## config.mk

```make
export PLATFORM = sky130hd
export DESIGN_NAME = periph_bus_responder
export DESIGN_NICKNAME = d
export VERILOG_FILES = /design/src/rtl/periph_bus_responder.sv
export SDC_FILE = /design/constraint.sdc
export NUM_CORES = 1
export LEC_CHECK = 0
export BUFFER_PORTS_ARGS = -buffer_cell sky130_fd_sc_hd__buf_2
export CORE_MARGIN = 2
export CORE_UTILIZATION = 45
export DETAILED_ROUTE_END_ITERATION = 10
export PLACE_DENSITY_LB_ADDON = 0.08
export SLEW_MARGIN = 40
export SYNTH_ARGS = -nofsm -noshare
export SYNTH_HDL_FRONTEND = slang
export SYNTH_SLANG_ARGS = --single-unit
export TNS_END_PERCENT = 100
```

## constraint.sdc

```tcl
create_clock -name clk -period 4.2 [get_ports clk]
set_clock_uncertainty 0.05 [all_clocks]
set_input_delay 0.84 -clock clk [delete_from_list [all_inputs] [get_ports clk]]
set_output_delay 0.84 -clock clk [all_outputs]
set_load 0.03 [all_outputs]
```

## src/rtl/periph_bus_responder.sv

```systemverilog
// Memory-mapped peripheral on the MEM-stage data bus: reload timer with
// interrupt, LED and display-code registers, and a free-running tick counter.
module periph_bus_responder #(
  parameter logic [31:0] BASE_ADDR  = 32'h4000_0000,
  parameter logic [31:0] TICK_RESET = 32'h0000_0000
) (
  input  logic        clk,
  input  logic        reset,
  input  logic [31:0] addr,
  input  logic [31:0] wdata,
  input  logic        MemWr,
  input  logic        MemRead,
  output logic [31:0] rdata,
  output logic        hit,
  output logic        irq,
  output logic [7:0]  led,
  output logic [11:0] digi
);

  localparam logic [2:0] W_TH      = 3'd0;
  localparam logic [2:0] W_TL      = 3'd1;
  localparam logic [2:0] W_TCON    = 3'd2;
  localparam logic [2:0] W_LED     = 3'd3;
  localparam logic [2:0] W_DIGI    = 3'd4;
  localparam logic [2:0] W_SYSTICK = 3'd5;

  logic [31:0] th_reg;
  logic [31:0] tl_reg;
  logic        tcon_en;
  logic        tcon_ie;
  logic        tcon_st;
  logic [7:0]  led_reg;
  logic [11:0] digi_reg;
  logic [31:0] systick_reg;

  logic [2:0]  word_sel;
  logic        wr_en;
  logic        overflow;

  assign word_sel = addr[4:2];
  assign hit      = (addr[31:5] == BASE_ADDR[31:5]) && (addr[1:0] == 2'b00)
                    && (word_sel <= W_SYSTICK);
  assign wr_en    = MemWr && hit;
  assign overflow = tcon_en && (tl_reg == 32'hFFFF_FFFF);

  always_ff @(posedge clk or posedge reset) begin
    if (reset) begin
      th_reg <= 32'h0;
    end else if (wr_en && word_sel == W_TH) begin
      th_reg <= wdata;
    end
  end

  // A CPU store to TL beats the timer; a reload uses TH as it stood before this edge.
  always_ff @(posedge clk or posedge reset) begin
    if (reset) begin
      tl_reg <= 32'h0;
    end else if (wr_en && word_sel == W_TL) begin
      tl_reg <= wdata;
    end else if (overflow) begin
      tl_reg <= th_reg;
    end else if (tcon_en) begin
      tl_reg <= tl_reg + 32'd1;
    end
  end

  // The overflow set of ST is ORed into a concurrent TCON store so no interrupt is lost.
  always_ff @(posedge clk or posedge reset) begin
    if (reset) begin
      tcon_en <= 1'b0;
      tcon_ie <= 1'b0;
      tcon_st <= 1'b0;
    end else if (wr_en && word_sel == W_TCON) begin
      tcon_en <= wdata[0];
      tcon_ie <= wdata[1];
      tcon_st <= wdata[2] | (overflow & tcon_ie);
    end else if (overflow && tcon_ie) begin
      tcon_st <= 1'b1;
    end
  end

  always_ff @(posedge clk or posedge reset) begin
    if (reset) begin
      led_reg  <= 8'h0;
      digi_reg <= 12'h0;
    end else if (wr_en) begin
      if (word_sel == W_LED)  led_reg  <= wdata[7:0];
      if (word_sel == W_DIGI) digi_reg <= wdata[11:0];
    end
  end

  always_ff @(posedge clk or posedge reset) begin
    if (reset) begin
      systick_reg <= TICK_RESET;
    end else begin
      systick_reg <= systick_reg + 32'd1;
    end
  end

  always_comb begin
    rdata = 32'h0;
    if (MemRead && hit) begin
      case (word_sel)
        W_TH:      rdata = th_reg;
        W_TL:      rdata = tl_reg;
        W_TCON:    rdata = {29'h0, tcon_st, tcon_ie, tcon_en};
        W_LED:     rdata = {24'h0, led_reg};
        W_DIGI:    rdata = {20'h0, digi_reg};
        W_SYSTICK: rdata = systick_reg;
        default:   rdata = 32'h0;
      endcase
    end
  end

  assign irq  = tcon_ie & tcon_st;
  assign led  = led_reg;
  assign digi = digi_reg;

endmodule

```

==> key figures, run 1 <==
Timing
  • Final min period: 3503 ps
  • Period utilisation layout: about 83%
  • Fin. Hold Viols: 0
  • RSZ-0062 raised after global routing: false
  • # setup viols final: 0
  • Achievable Freq: roughly 290 MHz
  • Total Negative Setup Slacks: 0 ps
  • Worst-Margin Slew: roughly 740 ps
  • Relative slew margins: 50.13%
  • Fin. max-slew vios: 0

Job
  • MaxCap Viol Count: 0

Clocking
  • H-Tree Depth: 4
  • CTS tree: yes
  • CTS Buf Count: 17
  • CTS Hold Bufs: 0
  • CTS Root Cell: clkbuf_16
  • Setup bufs post-CTS: 0
  • Clock transition at the registers of the reported paths: 50 ps
  • Worst skew pair latency: 420 ps
  • Post-cts resize count: 0
  • Clk buf depth: 2
  • Clock tree sinks: 119

Layout
  • Area Growth Syn to Fin: 19.79%
  • Final net count: 894
  • Diode count: 0
  • Register area: approximately 3000 µm²
  • Fraction of layout cells with a size suffix above 1: 29.78%
  • Area occupied by multi-input gates: 3824 µm²
  • FILL cells: between 1000 and 1500

Synth
  • Syn nets: 780
  • Number of enable flip-flop cells after synthesis: 0
  • Netlist cell types: 69
  • Ranking of synthesized cells by area: dfrtp_1 (42%), mux2_2 (9.4%), mux2i_1 (5.2%)
  • Most common library cells after synthesis: dfrtp_1 (119), nor2_1 (68), nand2_1 (61), mux2_2 (59), a21oi_1 (41)
  • Synth warnings: 0
  • Most common cell in the netlist: dfrtp_1
  • Cell Area, Synth: between 7000 and 8000 µm²
  • Mean Syn Cell Area: around 10 µm²
  • FF+latch count, synth: 119
  • Share of the yosys chip area belonging to registers: 41.98%
  • Cells after Synth: 710
  • Synth top area share: a little over two fifths
  • Synth Flop Type: dfrtp_1
  • Area leader, netlist: dfrtp_1
  • FFs w/ async S/R, synth: 100.0%

Floorplanning
  • Die ar.: 16790 µm²
  • Rows: 45
  • Die width: 129.6 µm
  • Core area: 15310 µm²
  • Height of the die: roughly 130 µm
  • I/O pin count: between 100 and 150
  • Initial Util: between 40% and 50%

Worst setup path
  • WS Path Type: in -> out
  • Worst EP required: between 3000 and 4000 ps
  • Setup crit start kind: input pin
  • Crit end category: output port
  • Max FO, Critical Path: 24
  • Critical path arrival: approximately 2600 ps

Detailed routing
  • Drc violations: 0
  • Met2 Wirelength: 9.122 mm
  • Drt via density: 5.743
  • Met3 Routed Length: between 1 and 1.5 mm
  • Pre-antenna DRT Iters: 5
  • Drt total wl: between 15 and 20 mm
  • Wirelength per Cell: around 19 µm
  • Routed metal-1 wirelength: 9.267 mm
  • First-iteration detailed-routing DRC count: 367
  • Antenna Violating Nets Remaining: 0
  • Vias: 6013
  • Top Metal Used: met4

Global route
  • Vias in the first global route: 5918
  • Initial antenna violation count: 0
  • Total grt overflow: 0
  • First-pass GRT wire length: 31.48 mm
  • Largest net degree at the start of global routing: 74
  • Total global routing track utilization: 24.45%

Pwr
  • Pwr/cell area: 337.8 nW/µm²
  • Leakage: 0.003999 µW
  • Final Total Pwr: between 2000 and 3000 µW
  • Peak supply drop: 0.0002968 V

Placement
  • Buffers added on ports: 121
  • HPWL after DPL: 13.94 mm
  • GPL Wtd Cong: 0.9122

Min path
  • Worst min-delay path class: reg -> reg

Status
  • Outcome: finished clean
cells in the final DEF, fill, tap and decap left out, types with 4 or more instances in the layout:
master     instances
nand3_1           28
mux2_2            59
nor2b_1           10
a21oi_1           41
nor2_1            68
buf_2            121
a31oi_1            8
o31ai_1            9
dfrtp_1          119
o22a_1             7
inv_1             11
and4_1             7
buf_4             16
xnor2_1           23
nor4_1            17
nand2b_1           4
and3_1            11
bufinv_16          5
a22oi_1           10
clkbuf_16         17
or3_1              5
and2_1             6
nor3_1            13
o21ai_0           18
xor2_1            12
mux4_2             5
nand4_1           18
nand2_1           61
mux2i_1           37
critical path, stage by stage:
cell	delay, ps
buf_2	210
a211oi_2	280
and4_1	250
nand3_1	100
or2_2	510
nor2_1	190
buf_2	210
metal layers:
| layer | vias to the layer above | track usage, % |
|---|---|---|
| met4 | 0 | 6.515 |
| met5 | - | 0 |
| met3 | 24 | 5.037 |
| li1 | 2830 | - |
| met1 | 2973 | 33.71 |
| met2 | 186 | 39.45 |
cells by family (layout without fill, tap and decap cells):
logic type	Yosys count	in the layout	share of synthesized area (%)
DFF	119	119	41.98
adders and majority gates	2	2	0.3527
muxes	102	102	16.54
buffers and inverters	55	181	4.144
and+or+nand+nor	269	269	20.58
AOI/OAI and AO/OA	128	128	12.08
xor gates and xnor gates	35	35	4.321
final timing paths:
kind	to	start	cells after the start	slack [ps]
setup / recovery	rdata[14]	addr[3]	7	700
hold / removal	systick_reg[31]	systick_reg[31]	1	430
setup reg to reg	tl_reg[13]	tl_reg[19]	5	1490
hold reg to reg	systick_reg[31]	systick_reg[31]	1	430
max in group asynchronous	led[4]	reset	3	2920
min in group asynchronous	systick_reg[14]	reset	2	490
per-stage QoR:
step / utilization (%) / hold slack, ps / cell area (µm²) / setup slack (ps) / cells
detailed placement: 51.33 / 411.3 / 7861 / 704.5 / 1016
global route: 55.49 / 448.1 / 8498 / 454.9 / 1047
CTS: 55.49 / 424.7 / 8498 / 706.0 / 1047
finish: 55.49 / 426.4 / 8498 / 696.6 / 1047
floorplan: - / 391.9 / 7094 / 152.5 / 710
global placement: 51.31 / 409.1 / 7858 / 751.8 / 1016
power breakdown:
group | total [µW] | internal, µW | switching (µW)
registers | 1150 | 1150 | 0.0227
logic | 133 | 51.3 | 81.9
clock network | 1590 | 1080 | 513
total | 2870 | 2280 | 595
layout make-up:
cell class / count / area share [%]
Tap cell: 211 / 3.107
Clock inverter: 9 / 2.032
Inverter: 12 / 0.5889
Sequential cell: 119 / 35.04
Multi-Input combinational cell: 536 / 44.99
Timing Repair Buffer: 138 / 8.775
Clock buffer: 22 / 5.462
Power figures use the tool's default switching activity.
==> inputs of run 2 (changes only) <==
clock period = 3.7 ns   (was 4.2 ns; I/O delays follow)
==> run 2 against run 1 <==
- power rose by 9.9%
- critical path depth did not move
- clock power rose by 7%
- largest cell class unchanged
- first-iteration DRC count rose by 21%
- combinational power rose by 15%
==> key figures, run 2 (same netlist as run 1, synthesis figures left out) <==
Status
  • Outcome: finished clean

Pwr
  • Leakage: 0.004019 µW (+0.50%)
  • Clock power share: 53.9% (-1.5 points)
  • Part of the power in registers: 41.3% (+1.3 points)
  • Gate power share: 4.9% (+0.3 points)
  • Pwr/cell area: 369.6 nW/µm² (+9.4%)
  • Sw Share: 23.25% (+2.5 points)
  • Internal power: 2422 µW (+6.4%)
  • Peak supply drop: 0.0003256 V (+9.7%)
  • Final Total Pwr: 3156 µW (+9.9%)
  • Net Sw Power: 733.7 µW (+23%)

Timing
  • Achievable Freq: 301.9 MHz
  • # setup viols final: 0 (unchanged)
  • Final min period: 3312 ps
  • Relative slew margins: 48.12% (-2.0 points)
  • Worst-Margin Slew: 776.1 ps (+34.88 ps)
  • Period utilisation layout: 89.52%
  • Setup WS post-layout: 387.8 ps (-308.8 ps)
  • Fin. max-slew vios: 0 (unchanged)
  • Total Negative Setup Slacks: 0 ps (unchanged)
  • Min Hold Slack: 373.2 ps (-53.24 ps)
  • Fin. Hold Viols: 0 (unchanged)
  • RSZ-0062 raised after global routing: false

Worst setup path
  • Worst EP required: 2910 ps (-400 ps)
  • Cell family with most CP delay: simple AND/OR/NAND/NOR gates
  • Most common cell on crit path: buf_2
  • Crit end category: output port
  • R2r setup slk: 990 ps (-500 ps)
  • Critical path arrival: 2520 ps (-90 ps)
  • WP buf/inv: 2 (unchanged)
  • Capture point of the worst reg-to-reg path: tl_reg[12]
  • CP max stage cell: or2_2
  • Length in cells of the worst reg-to-reg path: 7 (+2)
  • Max FO, Critical Path: 24 (unchanged)
  • Setup crit start kind: input pin
  • Reg2reg start: tl_reg[19]
  • Crit-path max cell delay: 530 ps (+20 ps)
  • Cell Chain, Critical Path: buf_2, nor4_1, and4_1, nand3_1, or2_2, nor2b_1, buf_2
  • WS Path Type: in -> out

Floorplanning
  • Core area: 15310 µm² (unchanged)
  • Die ar.: 16790 µm² (unchanged)
  • Rows: 45 (unchanged)
  • Initial Util: 46.32% (unchanged)
  • Height of the die: 129.6 µm (unchanged)
  • Die width: 129.6 µm (unchanged)
  • I/O pin count: 122 (unchanged)

Clocking
  • Clock transition at the registers of the reported paths: 60 ps (about the same)
  • Post-cts resize count: 0 (unchanged)
  • CTS tree: yes
  • CTS Root Cell: clkbuf_16
  • Worst skew pair latency: 430 ps (about the same)
  • CTS Buf Count: 17 (unchanged)
  • Clk buf depth: 2 (unchanged)
  • H-Tree Depth: 4 (unchanged)
  • Clock tree sinks: 119 (unchanged)
  • Setup bufs post-CTS: 0 (unchanged)
  • CTS Hold Bufs: 0 (unchanged)

Layout
  • Fraction of layout cells with a size suffix above 1: 30.97% (+1.2 points)
  • Commonest cells after routing, fill and taps aside: buf_2 (121), dfrtp_1 (119), nor2_1 (68)
  • Most common cell after layout, fill and taps aside: buf_2
  • Area Growth Syn to Fin: 20.35%
  • Final net count: 903 (+1.0%)
  • FILL cells: 1408 (+0.93%)
  • Final Util: 55.75% (+0.26 points)
  • Diode count: 0 (unchanged)

Detailed routing
  • Drt total wl: 20.15 mm (+2.2%)
  • First-iteration detailed-routing DRC count: 445 (+21%)
  • Drc violations: 0 (unchanged)
  • Pre-antenna DRT Iters: 5 (unchanged)
  • Drt via density: 5.696 (-0.81%)
  • Antenna Violating Nets Remaining: 0 (unchanged)
  • Vias: 6021 (+0.13%)
  • Wirelength per Cell: 19.06 µm (+1.3%)

Placement
  • Worst Setup Slack post-DPL: 382.3 ps (-322.2 ps)
  • HPWL after DPL: 14.07 mm (+0.93%)
  • GPL Wtd Cong: 0.9534 (+4.5%)
  • Buffers added on ports: 121 (unchanged)

Global route
  • Gr busiest metal: met2
  • Total grt overflow: 0 (unchanged)
  • Initial antenna violation count: 0 (unchanged)
  • First-pass GRT wire length: 31.73 mm (+0.77%)
  • Total global routing track utilization: 24.69% (+0.24 points)
  • Vias in the first global route: 5849 (-1.2%)
  • Global routing met3 resource utilization: 4.377% (-0.66 points)
  • Largest net degree at the start of global routing: 63 (-15%)
  • Met2 global-route usage: 39.82% (+0.37 points)
  • GR Util met1: 34.27% (+0.56 points)

Min path
  • Worst min-delay path class: in -> async

Job
  • MaxCap Viol Count: 0 (unchanged)
[run 2: changes by cell type in the layout (fill, tap and decap cells not counted)]
cell / previous run / this run
nor4_1: 17 / 16
clkinvlp_4: 1 / 4
and3_2: 2 / 1
nor4_2: 2 / 3
bufinv_16: 5 / 3
clkbuf_1: 3 / 0
and3_1: 11 / 12
buf_4: 16 / 25
clkbuf_8: 2 / 0
clkinv_4: 0 / 5
[run 2: power groups by stage]
stage / sequential [µW] / combinational (µW) / clock [µW]
final: 1300 / 153 / 1700
after global routing: 1300 / 170 / 1790
after CTS: 1300 / 156 / 1720
after detailed placement: 1330 / 154 / 0
after global placement: 1330 / 152 / 0
after floorplan: 1330 / 78.3 / 0
[run 2: final cells by class]
cell class	instances	area (µm²)	area share [%]
Clock buffer	17	425.4	4.982
Sequential cell	119	2978	34.88
Multi-Input combinational cell	536	3829	44.84
Timing Repair Buffer	147	813.3	9.525
Inverter	12	48.80	0.5715
Clock inverter	15	180.2	2.110
Tap cell	211	264.0	3.092
[run 2: how the worst max path moves through the flow]
| stage | cells after the start | endpoint | from |
|---|---|---|---|
| 2_1_floorplan | 8 | rdata[12] | addr[4] |
| 3_3_place_gp | 7 | rdata[8] | addr[7] |
| 3_5_place_dp | 7 | rdata[12] | addr[21] |
| 4_1_cts | 7 | rdata[12] | addr[21] |
| 5_1_grt | 7 | rdata[10] | addr[6] |
| 6_report | 7 | rdata[8] | addr[21] |
[run 2: per-stage QoR]
step,cell area [µm²],std cells
after global routing,8538,1057
final,8538,1057
after floorplan,7098,710
after global placement,7926,1025
after detailed placement,7926,1025
after CTS,8532,1057
[run 2: layer usage]
metal / wire length [µm] / part of all wire [%]
met5: 0 / 0
met3: 1079 / 5.4
met2: 9624 / 48
met1: 9260 / 46
met4: 185 / 0.92
